File: src/rtl/ifu_fetch.sv
// ---------------------------------------------------------------------------
// ifu_fetch
//   Instruction fetch stage sitting directly in front of exu_decode. Owns the
//   architectural PC, issues one instruction-memory request at a time, latches
//   the returned word and hands it to decode over a valid/ready handshake.
//   Static prediction: JAL taken, backward B-type taken, everything else
//   (including JALR and forward branches) falls through to pc+4.
//
// Ports
//   clk            rising-edge clock
//   rst            asynchronous, active-low reset
//   ifu_req_valid  fetch request valid (only in the request state)
//   ifu_req_ready  memory accepts the request
//   ifu_req_addr   word-aligned fetch address (the current PC)
//   ifu_rsp_valid  one-cycle response pulse, always accepted
//   ifu_rsp_instr  returned instruction word
//   o_valid        instruction valid to decode
//   o_ready        decode accepts the instruction
//   o_instr        instruction word to decode (rv32_instr)
//   o_pc           PC of o_instr (i_pc)
//   o_prdt_taken   static prediction for o_instr (i_prdt_taken)
//   flush_req      redirect request from EXU, overrides everything else
//   flush_pc       redirect target, low two bits ignored
// ---------------------------------------------------------------------------
module ifu_fetch #(
  parameter int PC_SIZE    = 32,
  parameter int INSTR_SIZE = 32,
  parameter logic [PC_SIZE-1:0] RESET_PC = PC_SIZE'(32'h8000_0000)
) (
  input  logic                  clk,
  input  logic                  rst,
  output logic                  ifu_req_valid,
  input  logic                  ifu_req_ready,
  output logic [PC_SIZE-1:0]    ifu_req_addr,
  input  logic                  ifu_rsp_valid,
  input  logic [INSTR_SIZE-1:0] ifu_rsp_instr,
  output logic                  o_valid,
  input  logic                  o_ready,
  output logic [INSTR_SIZE-1:0] o_instr,
  output logic [PC_SIZE-1:0]    o_pc,
  output logic                  o_prdt_taken,
  input  logic                  flush_req,
  input  logic [PC_SIZE-1:0]    flush_pc
);

  localparam logic [2:0] ST_BOOT = 3'd0;
  localparam logic [2:0] ST_REQ  = 3'd1;
  localparam logic [2:0] ST_WAIT = 3'd2;
  localparam logic [2:0] ST_OUT  = 3'd3;
  localparam logic [2:0] ST_DROP = 3'd4;

  localparam logic [INSTR_SIZE-1:0] NOP_INSTR = INSTR_SIZE'(32'h0000_0013);

  logic [2:0]         state;
  logic [2:0]         state_nxt;
  logic [PC_SIZE-1:0] pc;
  logic [PC_SIZE-1:0] flush_pc_aligned;
  logic [PC_SIZE-1:0] j_imm;
  logic [PC_SIZE-1:0] b_imm;
  logic [PC_SIZE-1:0] next_pc;
  logic               is_jal;
  logic               is_bwd_branch;
  logic               pred_taken;
  logic               rsp_accept;
  logic               unused_flush_lsb;

  assign unused_flush_lsb = ^flush_pc[1:0];
  assign flush_pc_aligned = {flush_pc[PC_SIZE-1:2], 2'b00};

  assign ifu_req_valid = (state == ST_REQ);
  assign ifu_req_addr  = pc;

  // A response is only turned into a decode instruction when we are waiting
  // for it and no redirect arrives in the same cycle.
  assign rsp_accept = (state == ST_WAIT) && ifu_rsp_valid && !flush_req;

  // Static prediction decoded straight from the returned word. Backward
  // branches are recognised by the sign bit of the B immediate.
  assign j_imm = {{(PC_SIZE-20){ifu_rsp_instr[31]}}, ifu_rsp_instr[19:12],
                  ifu_rsp_instr[20], ifu_rsp_instr[30:21], 1'b0};
  assign b_imm = {{(PC_SIZE-12){ifu_rsp_instr[31]}}, ifu_rsp_instr[7],
                  ifu_rsp_instr[30:25], ifu_rsp_instr[11:8], 1'b0};

  assign is_jal        = (ifu_rsp_instr[6:0] == 7'b1101111);
  assign is_bwd_branch = (ifu_rsp_instr[6:0] == 7'b1100011) && ifu_rsp_instr[31];
  assign pred_taken    = is_jal || is_bwd_branch;

  always_comb begin
    next_pc = pc + PC_SIZE'(4);
    if (is_jal) begin
      next_pc = pc + j_imm;
    end else if (is_bwd_branch) begin
      next_pc = pc + b_imm;
    end
  end

  // Next-state logic. A redirect always wins; the only question is whether a
  // request is still in flight whose response has to be swallowed in DROP.
  always_comb begin
    state_nxt = state;
    if (flush_req) begin
      case (state)
        ST_REQ:  state_nxt = ifu_req_ready ? ST_DROP : ST_REQ;
        ST_WAIT: state_nxt = ifu_rsp_valid ? ST_REQ : ST_DROP;
        ST_DROP: state_nxt = ifu_rsp_valid ? ST_REQ : ST_DROP;
        default: state_nxt = ST_REQ;
      endcase
    end else begin
      case (state)
        ST_BOOT: state_nxt = ST_REQ;
        ST_REQ:  state_nxt = ifu_req_ready ? ST_WAIT : ST_REQ;
        ST_WAIT: state_nxt = ifu_rsp_valid ? ST_OUT : ST_WAIT;
        ST_OUT:  state_nxt = o_ready ? ST_REQ : ST_OUT;
        ST_DROP: state_nxt = ifu_rsp_valid ? ST_REQ : ST_DROP;
        default: state_nxt = ST_BOOT;
      endcase
    end
  end

  always_ff @(posedge clk or negedge rst) begin
    if (!rst) begin
      state <= ST_BOOT;
    end else begin
      state <= state_nxt;
    end
  end

  // PC advances when a response is accepted; the predicted target is forced
  // word aligned so the fetch address never carries halfword bits.
  always_ff @(posedge clk or negedge rst) begin
    if (!rst) begin
      pc <= RESET_PC;
    end else if (flush_req) begin
      pc <= flush_pc_aligned;
    end else if (rsp_accept) begin
      pc <= {next_pc[PC_SIZE-1:2], 2'b00};
    end
  end

  // Decode-side registers: loaded together from the response and held
  // untouched while decode stalls.
  always_ff @(posedge clk or negedge rst) begin
    if (!rst) begin
      o_valid      <= 1'b0;
      o_instr      <= NOP_INSTR;
      o_pc         <= RESET_PC;
      o_prdt_taken <= 1'b0;
    end else if (flush_req) begin
      o_valid      <= 1'b0;
      o_prdt_taken <= 1'b0;
    end else if (rsp_accept) begin
      o_valid      <= 1'b1;
      o_instr      <= ifu_rsp_instr;
      o_pc         <= pc;
      o_prdt_taken <= pred_taken;
    end else if ((state == ST_OUT) && o_ready) begin
      o_valid      <= 1'b0;
    end
  end

endmodule
File: config.mk
export PLATFORM = sky130hd
export DESIGN_NAME = ifu_fetch
export DESIGN_NICKNAME = d
export VERILOG_FILES = /design/src/rtl/ifu_fetch.sv
export SDC_FILE = /design/constraint.sdc
export NUM_CORES = 1
export LEC_CHECK = 0
export CAP_MARGIN = 20
export CORE_MARGIN = 1
export CORE_UTILIZATION = 52
export DETAILED_ROUTE_END_ITERATION = 10
export GPL_TIMING_DRIVEN = 0
export HOLD_SLACK_MARGIN = 0.05
export PLACE_DENSITY = 0.95
export SETUP_SLACK_MARGIN = 0.3
export SYNTH_ARGS = -nofsm -noshare
export SYNTH_HDL_FRONTEND = slang
export SYNTH_SLANG_ARGS = --single-unit
File: constraint.sdc
create_clock -name clk -period 4.75 [get_ports clk]
set_input_delay 1.425 -clock clk [delete_from_list [all_inputs] [get_ports clk]]
set_output_delay 1.425 -clock clk [all_outputs]
set_load 0.005 [all_outputs]
=== After elaboration in Yosys (flattened, before gate mapping) ===
Cells that the tools add are included.

* Register bits: 101
* Latch bits: 0
* Bits in writable memories: 0
* Bits in read-only memories: 0
* Input bits: 70
* Word-level logic and storage cells: 44
* Memories kept: 0

* Add/subtract/negate cells: 3
* Multipliers: 0
* Divide/modulo/power cells: 0
* $lt $le $gt $ge: 0
* Equal/unequal tests: 6
* Shifts and indexed selects: 0
* Mux-type cells: 17
* Bitwise gates (word level): 1
* Reduce and logical (&&, ||, !) cells: 11

{| class="wikitable"
|+ Operator list
! cell !! number
|-
| $mux 32 || 4
|-
| $add 32x32->32 || 2
|-
| $add 32x3->32 const B || 1
|-
| $pmux 3 s5 || 1
|-
| $eq 7x7->1 const B || 2
|-
| $mux 3 || 3
|-
| $eq 3x2->1 const B || 2
|-
| $mux 1 || 6
|-
| $pmux 3 s2 || 1
|-
| $logic_and 1x1->1 || 4
|-
| $mux 2 || 2
|-
| $eq 3x1->1 const B || 1
|-
| $eq 3x3->1 const B || 1
|-
| $logic_not 3->1 || 1
|-
| $reduce_bool 3->1 || 1
|-
| $reduce_and 2->1 || 1
|-
| $reduce_bool 2->1 || 1
|-
| $reduce_or 2->1 || 1
|-
| $logic_not 1->1 || 1
|-
| $logic_or 1x1->1 || 1
|-
| $not 1->1 || 1
|}

=== Longest topological paths before layout ===
Gate-level depths: netlist of the first run.

* Word-level depth: 6
* Gate-level depth with buffers: 18
* Mapped depth without buffers: 16

=== Worst setup path before layout of the first run ===
No wires, ideal clock.

* Path kind: input port to flip-flop
* From: input port ifu_rsp_instr[6]
* To: register pc[30] (netlist: ifu_req_addr[30])
* Data arrival time: 4.431 ns
* Setup slack: 0.186 ns
* Stages: 18
* Buffers on the path: 2
* Cells stage by stage: nor2b_1 -> nand4_1 -> or2_2 -> clkbuf_1 -> buf_1 -> mux2i_1 -> nand2_1 -> ha_1 -> inv_1 -> fa_1 -> nand2b_1 -> a21oi_1 -> o21a_2 -> o21ai_2 -> a21oi_4 -> a31oi_1 -> o311ai_1 -> nand3_1

* Cells in the longest elaborated chain, start to end: 6
* Elaborated cells on any way between the ends: 7
* Classes of those cells: eq/ne (2); mux (4); reduce/logical (1)

{| class="wikitable"
|+ Ends and longest elaborated chain
! item !! line !! RTL
|-
| start, declared || 36 || <nowiki>input logic [INSTR_SIZE-1:0] ifu_rsp_instr,</nowiki>
|-
| $eq 7x7->1 || 85 || <nowiki>assign is_bwd_branch = (ifu_rsp_instr[6:0] == 7'b1100011) && ifu_rsp_instr[31];</nowiki>
|-
| $logic_and 1x1->1 || 85 ||
|-
| $mux 32 || 92 || <nowiki>end else if (is_bwd_branch) begin</nowiki>
|-
| $mux 32 * || 90 || <nowiki>if (is_jal) begin</nowiki>
|-
| $mux 32 * || 135 || <nowiki>end else if (rsp_accept) begin</nowiki>
|-
| $mux 32 * || 133 || <nowiki>end else if (flush_req) begin</nowiki>
|-
| end signal, assigned || 134 || <nowiki>pc <= flush_pc_aligned;</nowiki>
|-
| end signal, assigned || 136 || <nowiki>pc <= {next_pc[PC_SIZE-1:2], 2'b00};</nowiki>
|-
| end, declared || 56 || <nowiki>logic [PC_SIZE-1:0] pc;</nowiki>
|}

Mark *: on every way between the ends. The rest lies on a longest branch, timed or not. The select of a mux whose other input is x is not followed.
A chain may end at the register's enable or synchronous reset.

=== Worst setup path in the final report of the first run ===
* From: input port ifu_rsp_instr[6]
* To: register pc[19] (netlist: ifu_req_addr[19])

The elaborated chain is that of the path after synthesis.

==> flow_summary.toml, run 1 <==
[routing]
drt_wl_total_um = 18300
drcViolationCount = 0
via_per_inst = 5.98
detail-route-antenna-nets = 0
first_iter_violations = 424
routedWlPerCell_um = 20.0
vias = 5473
dr.pass1.iters = 5

[floorplan]
core_area_sq_mm = 0.0108
die_w_um = 107
fp.dieArea_sq_mm = 0.0115
fp-row-count = 38
ios = 169
fp.dieH_um = 107
start_util_pct = 53.3

[critical_path]
crit_type = "in2reg"
crit_fanout = 5
cp_data_arrival_time_ps = 4710
crit_path_end_kind = "flip-flop"
path_cells = "clkdlybuf4s15_1 > nor2b_4 > nand4_1 > or2_4 > clkbuf_8 > bufbuf_16 > o21a_1 > ha_1 > a21oi_1 > o21ai_0 > a21oi_2 > nand2_1 > a31oi_2 > o21ai_1 > xor2_1 > a221o_1"
cp_slowest_cell = "ha_1"
crit_required_ps = 5020
start_kind = "input pin"
max_stage_delay_ps = 350

[run]
maxCapViolations = 0

[placement]
pre_cts_ws_ps = -763
place_area_sq_mm = 0.00759
dp_cells = 877
place_congestion = 0.955
dp_hpwl_um = 12500
io_buffers = 162

[cells_and_area]
diodes = 0
areaGrowthSynthToFinish_pct = 42.3
drive_gt1_share_pct = 22.6
final_cell_area_sq_mm = 0.00819
final_cells = 915
final_util_pct = 75.9
final_nets = 870

[sta]
fin_crit_sh_pct = 93.5
fmax_mhz = 225
finalClockSkew_ps = 11.9
grt_setup_unrepaired = "no"
fin_ws_ps = 308
hold_viol = 0
tns_ps = 0
setup_viol = 0
tightestPinTransition_ps = 738
slew_headroom_pct = 50.8
fin_crit_ps = 4440
slew_violations = 0

[synth]
ys_ff_latch = 97
yosys_most_used_dff = "dfrtp_1"
synth_edf_count = 0
yosysSeqAreaShare_pct = 42.3
yosys_warnings = 0
synth_cell_type_count = 66
synth_area_sq_mm = 0.00576
synthArstFlopShare_pct = 100
syn-instance-count = 571
syn-mean-instance-area_sq_um = 10.1

[clock_network]
clock_path_buffers = 2
cts_made_buffers = 9
clk_pin_slew_ps = 90
clkLatencyLatePin_ps = 380
cts_max_level = 3
cts.sinks = 97
cts_root_buf = "clkbuf_8"
tritoncts = "built"

[hold_path]
hp-class = "reg2reg"

[grt]
first_global_vias = 5512
grt_start_max_net_pins = 55
grtUsageTotal_pct = 31.3
grt_overflow = 0
antenna_found_initial = 0
grt_pass1_wl_um = 27500

[power_and_ir_drop]
p_per_area_mw_per_mm2 = 374
ir_drop_mv = 0.327
leakage_nw = 3.64

[outcome]
outcome = "finished, final reports clean"
## layout make-up
type	count	area [sq um]
inverters	11	45.0
well taps	140	175
repair buffers	184	1820
flip-flops and latches	97	2430
plain buffers	30	184
clock inverters	4	52.6
clock buffers	12	145
repair inverters	1	5.00
multi-input cells	436	3320
fillers	718	2600
## metrics by stage
step                      hold WS [ps]  total power [mW]
final                              511              3.07
after global routing               529              3.20
after CTS                          516              3.05
after detailed placement           495              2.47
after global placement             489              2.41
after floorplan                    503              1.72
## critical path: cells and delay by family
kind	cells	cell delay, ps
buf+inv	3	610
simple gates	4	700
compound gates	7	1450
xor+xnor	1	170
fa+ha+maj	1	350
## final timing paths
path | cells past startpoint | startpoint | end | slack, ps
setup reg to reg | 9 | ifu_req_addr[15] | ifu_req_addr[24] | 2110
min in group asynchronous | 1 | rst | ifu_req_addr[12] | 1020
setup / recovery | 16 | ifu_rsp_instr[6] | ifu_req_addr[19] | 310
hold reg to reg | 1 | o_pc[27] | o_pc[27] | 510
max in group asynchronous | 2 | rst | o_instr[4] | 3020
hold / removal | 1 | o_pc[27] | o_pc[27] | 510
## logic make-up after synthesis
family | share of synthesized area (%)
other | 0.0651
buffers and inverters | 3.24
AO/OA/AOI/OAI | 17.8
multiplexers | 14.8
adder cells (fa/ha/maj) | 6.65
AND/OR/NAND/NOR | 12.6
XOR/XNOR | 2.59
flip-flops | 42.3
## synthesized netlist by cell type (3+ instances only)
cell      count  area [sq um]
xnor2_1      12           105
dfstp_2       5           131
and3_1       10          62.6
a211oi_1      4          30.0
mux2_2       65           732
nor2_1       40           150
nand2b_1      3          18.8
a21oi_2       7          61.3
nand4_1       3          18.8
ha_1         29           363
nor2b_1       6          37.5
dfrtp_1      92          2300
o21ai_1       8          40.0
inv_1        11          41.3
a21oi_1      47           235
nand2_1      54           203
nor3_1        9          45.0
o21ai_0      36           180
a21o_1       10          75.1
mux2i_1      11           110
buf_2         5          25.0
a31oi_1       3          18.8
nand3b_1      4          30.0
clkbuf_1     17          63.8
xor2_1        5          43.8
buf_4         7          52.6
o21a_1       12          90.1
and2_1        6          37.5
## metal layers
| metal | global-route usage [%] | vias to the layer above | share of wire, % |
|---|---|---|---|
| met1 | 35.7 | 2596 | 37 |
| met4 | 21.0 | 0 | 5.1 |
| met3 | 7.78 | 88 | 9.1 |
| li1 | - | 2454 | - |
| met5 | 0 | - | 0 |
| met2 | 51.7 | 335 | 49 |
## report_power, final
group	total, mW	switching (mW)	internal [mW]
combinational	1.21	0.424	0.786
clock	0.563	0.304	0.259
sequential	1.29	0.184	1.11
total	3.07	0.911	2.15
## cell usage in the layout (no fill, tap or decap), drive strengths merged, types with 4 or more instances in the layout
cell | Yosys | final
nor3 | 9 | 9
dfstp | 5 | 5
nor2b | 6 | 6
mux2i | 11 | 11
and2 | 6 | 6
clkdlybuf4s50 | 0 | 153
and3 | 12 | 12
nand4 | 4 | 4
buf | 13 | 36
inv | 11 | 10
conb | 1 | 4
clkinvlp | 0 | 5
xor2 | 5 | 5
clkbuf | 17 | 29
a21o | 10 | 10
a21oi | 56 | 56
dlygate4sd2 | 0 | 5
nor2 | 40 | 40
xnor2 | 12 | 12
a211oi | 6 | 6
nand3b | 4 | 4
ha | 29 | 29
o21ai | 45 | 45
nand2 | 55 | 55
dfrtp | 92 | 92
mux2 | 66 | 66
o21a | 13 | 13
## registers in the layout, indices dropped and copies added, names as in the netlist
signal	count
o_instr	32
ifu_req_addr	30
o_pc	30
state	3
o_prdt_taken	1
o_valid	1
## timing repair
item,CTS,global route
setup endpoints to repair,23,12
pin swaps,15,19
hold buffers,0,0
cloned,1,1
buffers inserted,12,8
resized for setup,35,23
Power figures use the tool's default switching activity.
==> run 2: changes to the inputs <==
--- a/config.mk
+++ b/config.mk
@@ -7,11 +7,11 @@
 export LEC_CHECK = 0
 export CAP_MARGIN = 20
 export CORE_MARGIN = 1
-export CORE_UTILIZATION = 52
+export CORE_UTILIZATION = 35
 export DETAILED_ROUTE_END_ITERATION = 10
 export GPL_TIMING_DRIVEN = 0
 export HOLD_SLACK_MARGIN = 0.05
-export PLACE_DENSITY = 0.95
+export PLACE_DENSITY = 0.7
 export SETUP_SLACK_MARGIN = 0.3
 export SYNTH_ARGS = -nofsm -noshare
 export SYNTH_HDL_FRONTEND = slang
==> run 2 against run 1 <==
  * Cell count is 7.8% higher
  * Fmax increased by 2.9%
  * Flip-flop and latch count did not move
  * Die area up 48%
  * Count of clock-buffer cells in the layout up 1
  * Register-to-register slack improved by 50 ps
  * Sequential power about the same
  * Core utilization down 24 points
  * Critical path depth grew 3
  * Hold slack got worse by 8.6 ps
  * Clock skew down 4.6 ps
  * Highest routed layer unchanged
==> flow_summary.toml, run 2 (same netlist as run 1, synthesis figures left out) <==
[outcome]
outcome = "finished, final reports clean"

[placement]
place_area_sq_mm = 0.00769
dp_hpwl_um = 12400
dp_cells = 953
place_congestion = 0.905
io_buffers = 162

[routing]
vias = 5106
dr.pass1.iters = 5
drt_wl_total_um = 17400
routedWlPerCell_um = 17.7
drcViolationCount = 0
via_per_inst = 5.18
first_iter_violations = 326
detail-route-antenna-nets = 0

[cells_and_area]
regMostFlops = "o_instr"
final_util_pct = 52.1
multi_input_area_sq_mm = 0.00333
final_cells = 986
regArea_sq_mm = 0.00243
drive_gt1_share_pct = 21.6
diodes = 0
areaGrowthSynthToFinish_pct = 44.2
final_nets = 865
largest_reg_flops = 32
final_common_cell = "clkdlybuf4s50_1"
final_cell_area_sq_mm = 0.00830
fillerInstances = 1521
final_cell_mix = "clkdlybuf4s50_1, dfrtp_1, mux2_2"

[sta]
tightestPinTransition_ps = 754
hold_viol = 0
fmax_mhz = 232
setup_viol = 0
grt_setup_unrepaired = "no"
slew_headroom_pct = 49.8
fin_crit_ps = 4320
slew_violations = 0
fin_crit_sh_pct = 90.9
tns_ps = 0
finalClockSkew_ps = 7.25

[floorplan]
core_area_sq_mm = 0.0159
start_util_pct = 36.1
fp-row-count = 46
fp.dieH_um = 130
ios = 169
fp.dieArea_sq_mm = 0.0170
die_w_um = 130

[critical_path]
max_stage_delay_ps = 350
start_kind = "input pin"
critPathTopFamily = "compound AO/OA/AOI/OAI gates"
critPathLaunch = "ifu_rsp_instr[5]"
crit_required_ps = 4990
cp.depth = 19
crit_fanout = 5
cp_data_arrival_time_ps = 4560
cp_slowest_cell = "fa_2"
regToRegSetupSlack_ps = 2160
path_cells = "dlygate4sd2_1 > nand4_1 > or2_4 > buf_8 > buf_8 > mux2i_1 > nand2_1 > ha_4 > inv_2 > fa_2 > nand2b_4 > a21oi_4 > o21a_2 > o21ai_4 > a21oi_4 > buf_6 > a31oi_4 > o311ai_2 > nand3_1"
crit_type = "in2reg"
r2r_start = "ifu_req_addr[8]"
endpoint = "ifu_req_addr[30]"
reg2reg_to = "ifu_req_addr[31]"
crit_buf_inv = 5
reg2reg_depth = 9
crit_path_end_kind = "flip-flop"

[grt]
grt_overflow = 0
grtUsageTotal_pct = 21.3
grt_start_max_net_pins = 62
antenna_found_initial = 0
grt_pass1_wl_um = 27100
first_global_vias = 5021

[power_and_ir_drop]
p_per_area_mw_per_mm2 = 381
finalPower_mw = 3.16
ir_drop_mv = 0.205
leakage_nw = 3.69

[clock_network]
cts.sinks = 97
clk_pin_slew_ps = 70
clkLatencyLatePin_ps = 360
cts_made_buffers = 9
hold_buffers = 0
tritoncts = "built"
cts_root_buf = "clkbuf_16"
clock_path_buffers = 2
cts_max_level = 3

[run]
maxCapViolations = 0

[hold_path]
hp-class = "reg2reg"
[run 2: what timing repair did]
action / 4_1_cts / 5_1_grt
gates cloned: 1 / 1
endpoints found under the setup margin: 23 / 15
pin swaps: 17 / 14
resized for setup: 38 / 24
buffers inserted: 5 / 10
[run 2: final cells by class]
cell class	count	area share, %
clock inverters	3	0.226
well taps	216	3.26
plain buffers	30	2.23
repair inverters	1	0.0603
multi-input cells	436	40.1
repair buffers	179	21.3
clock buffers	13	3.01
flip-flops and latches	97	29.3
inverters	11	0.543
[run 2: how the worst min path moves through the flow]
stage,start,end,cells after the start
2_1_floorplan,state[2],state[1],1
3_3_place_gp,o_pc[29],o_pc[29],1
3_5_place_dp,o_instr[2],o_instr[2],1
4_1_cts,o_instr[29],o_instr[29],1
5_1_grt,o_pc[4],o_pc[4],1
6_report,o_instr[29],o_instr[29],1
[run 2: report_power, final]
group	leakage, nW	internal, mW	switching (mW)
clock network	0.134	0.370	0.328
logic	2.33	0.786	0.402
registers	1.23	1.11	0.164
[run 2: metrics by stage]
step	setup slack [ps]	hold WS [ps]
after global placement	-1610	488
final	432	503
after global routing	306	523
after CTS	308	509
after floorplan	322	503
after detailed placement	-717	494
[run 2: per-layer routing]
layer | vias to the layer above | wire length, um | global-route usage, %
li1 | 2446 | - | -
met3 | 20 | 1140 | 4.76
met1 | 2477 | 7680 | 27.3
met2 | 163 | 8310 | 34.9
met5 | - | 0 | 0
met4 | 0 | 295 | 8.28
==> run 3: changes to the inputs <==
--- a/config.mk
+++ b/config.mk
@@ -11,7 +11,7 @@
 export DETAILED_ROUTE_END_ITERATION = 10
 export GPL_TIMING_DRIVEN = 0
 export HOLD_SLACK_MARGIN = 0.05
-export PLACE_DENSITY = 0.7
+export PLACE_DENSITY = 0.69
 export SETUP_SLACK_MARGIN = 0.3
 export SYNTH_ARGS = -nofsm -noshare
 export SYNTH_HDL_FRONTEND = slang
==> constraint.sdc (replaced) <==
create_clock -name clk -period 4.3 [get_ports clk]
set_input_delay 1.29 -clock clk [delete_from_list [all_inputs] [get_ports clk]]
set_output_delay 1.29 -clock clk [all_outputs]
set_load 0.005 [all_outputs]
==> run 3 against run 2 <==
  * Critical path depth down 2
  * Combinational power up 13%
  * Sequential share of layout area down 1.3 points
  * Via count up 0.72%
  * Register-to-register slack worse by 410 ps
  * Routed wire length up 3.3%
  * Largest cell class unchanged
  * Critical path type unchanged
  * Die area unchanged
  * Clock skew about the same
  * Flip-flop and latch count unchanged
==> flow_summary.toml, run 3 (same netlist as run 1, synthesis figures left out) <==
[outcome]
outcome = "finished, final reports clean"

[power_and_ir_drop]
pwr-share-seq_pct = 38.9
p_clk_share_pct = 24.4
p_per_area_mw_per_mm2 = 421
leakage_nw = 3.78
sw_frac_of_total_pct = 27.4
comb_power_share_pct = 36.8
intPower_mw = 2.65
ir_drop_mv = 0.236
finalPower_mw = 3.65
switchingPower_mw = 0.999

[critical_path]
cp_slowest_cell = "or3_4"
start_kind = "input pin"
r2r_start = "ifu_req_addr[8]"
endpoint = "ifu_req_addr[24]"
regToRegSetupSlack_ps = 1750
max_stage_delay_ps = 350
path_cells = "buf_6 > nor2b_4 > nand4_1 > or2_4 > buf_8 > buf_4 > mux2i_2 > nor2b_2 > ha_4 > a21oi_2 > o21ai_2 > or3_4 > o21ai_4 > a21oi_4 > o21ai_2 > mux2_4 > a21oi_2"
crit_type = "in2reg"
crit_required_ps = 4580
cp_data_arrival_time_ps = 4280
critPathLaunch = "ifu_rsp_instr[6]"
reg2reg_depth = 9
crit_path_end_kind = "flip-flop"
reg2reg_to = "ifu_req_addr[31]"
crit_fanout = 5

[placement]
io_buffers = 162
place_area_sq_mm = 0.00777
place_congestion = 0.908
dp_hpwl_um = 13000

[floorplan]
fp-row-count = 46
fp.dieH_um = 130
fp.dieArea_sq_mm = 0.0170
start_util_pct = 36.1
die_w_um = 130
ios = 169
core_area_sq_mm = 0.0159

[cells_and_area]
final_nets = 879
drive_gt1_share_pct = 26.8
final_cell_mix = "clkdlybuf4s50_1, dfrtp_1, mux2_2"
largest_reg_flops = 32
fillerInstances = 1380
final_common_cell = "clkdlybuf4s50_1"
final_cell_area_sq_mm = 0.00867
areaGrowthSynthToFinish_pct = 50.7
diodes = 0
regMostFlops = "o_instr"

[routing]
via_per_inst = 5.14
routedWlPerCell_um = 18.0
detail-route-antenna-nets = 0
first_iter_violations = 252
drt_wl_total_um = 18000
drcViolationCount = 0
vias = 5143
dr.pass1.iters = 4

[hold_path]
hp-class = "reg2reg"

[clock_network]
cts_max_level = 3
cts_made_buffers = 9
clk_pin_slew_ps = 60
clock_path_buffers = 2
cts_root_buf = "clkbuf_16"
cts.sinks = 97
clkLatencyLatePin_ps = 350
tritoncts = "built"

[sta]
slew_violations = 0
grt_setup_unrepaired = "yes"
fmax_mhz = 250
setup_viol = 0
fin_crit_sh_pct = 93.1
slew_headroom_pct = 49.5
fin_crit_ps = 4000
finalClockSkew_ps = 7.55
tightestPinTransition_ps = 757
hold_viol = 0

[grt]
antenna_found_initial = 0
grt_start_max_net_pins = 55
grt_pass1_wl_um = 27400
grt_overflow = 0
first_global_vias = 5235
grtUsageTotal_pct = 21.4

[run]
maxCapViolations = 0
run 3: cell types whose count changed in the layout (fill, tap and decap cells not counted), sizes merged:
| cell | delta |
|---|---|
| dlygate4sd2 | -1 |
| buf | +15 |
| clkdlybuf4s15 | +4 |
| clkbuf | -1 |
| clkinv | -1 |
| dlymetal6s2s | -4 |
| bufinv | +2 |
run 3: stage by stage:
step	util (%)	cells	setup TNS, ps	hold slack [ps]	setup WS (ps)
detailed placement	48.7	953	-11760	494	-766
global route	54.4	1000	0	514	169
floorplan	-	574	0	503	242
finish	54.4	1000	0	505	298
global placement	48.6	952	-172310	488	-1740
CTS	52.9	987	0	508	243
run 3: layout make-up:
type / count / area (sq um) / area share (%)
flip-flops and latches: 97 / 2430 / 28.1
well taps: 216 / 270 / 3.12
clock buffers: 11 / 253 / 2.91
repair buffers: 194 / 1910 / 22.0
plain buffers: 30 / 194 / 2.24
multi-input cells: 436 / 3490 / 40.2
inverters: 11 / 45.0 / 0.519
clock inverters: 5 / 77.6 / 0.894
run 3: repair_timing:
item	CTS	global route
setup buffers	17	13
setup endpoints to repair	24	17
pin swaps	27	31
hold buffers	0	0
cloned	1	0
resized for setup	59	38
run 3: worst min-delay path by stage:
stage                          end  depth (start not counted)  slack, ps      from
after floorplan           state[1]                          1        500  state[2]
after global placement    o_pc[25]                          1        490  o_pc[25]
after detailed placement  o_pc[24]                          1        490  o_pc[24]
after CTS                 o_pc[24]                          1        510  o_pc[24]
after global routing      o_pc[24]                          1        510  o_pc[24]
final                     o_pc[24]                          1        510  o_pc[24]
run 3: per-layer routing:
layer	global-route usage, %	routed length [um]
met1	26.0	7530
met2	36.5	9000
met3	5.13	1030
met4	8.34	429
met5	0	0
run 3: power groups by stage:
stage | clock, mW | sequential, mW | combinational (mW)
2_1_floorplan | 0 | 1.43 | 0.476
6_report | 0.890 | 1.42 | 1.34
3_5_place_dp | 0 | 1.43 | 1.31
4_1_cts | 0.914 | 1.42 | 1.34
3_3_place_gp | 0 | 1.42 | 1.28
5_1_grt | 0.944 | 1.46 | 1.45
run 3: worst max-delay path: cells and delay by family:
kind / cells / cell delay [ps]
fa+ha+maj: 1 / 250
buf+inv: 3 / 340
mux: 2 / 460
simple gates: 5 / 1060
compound gates: 6 / 860
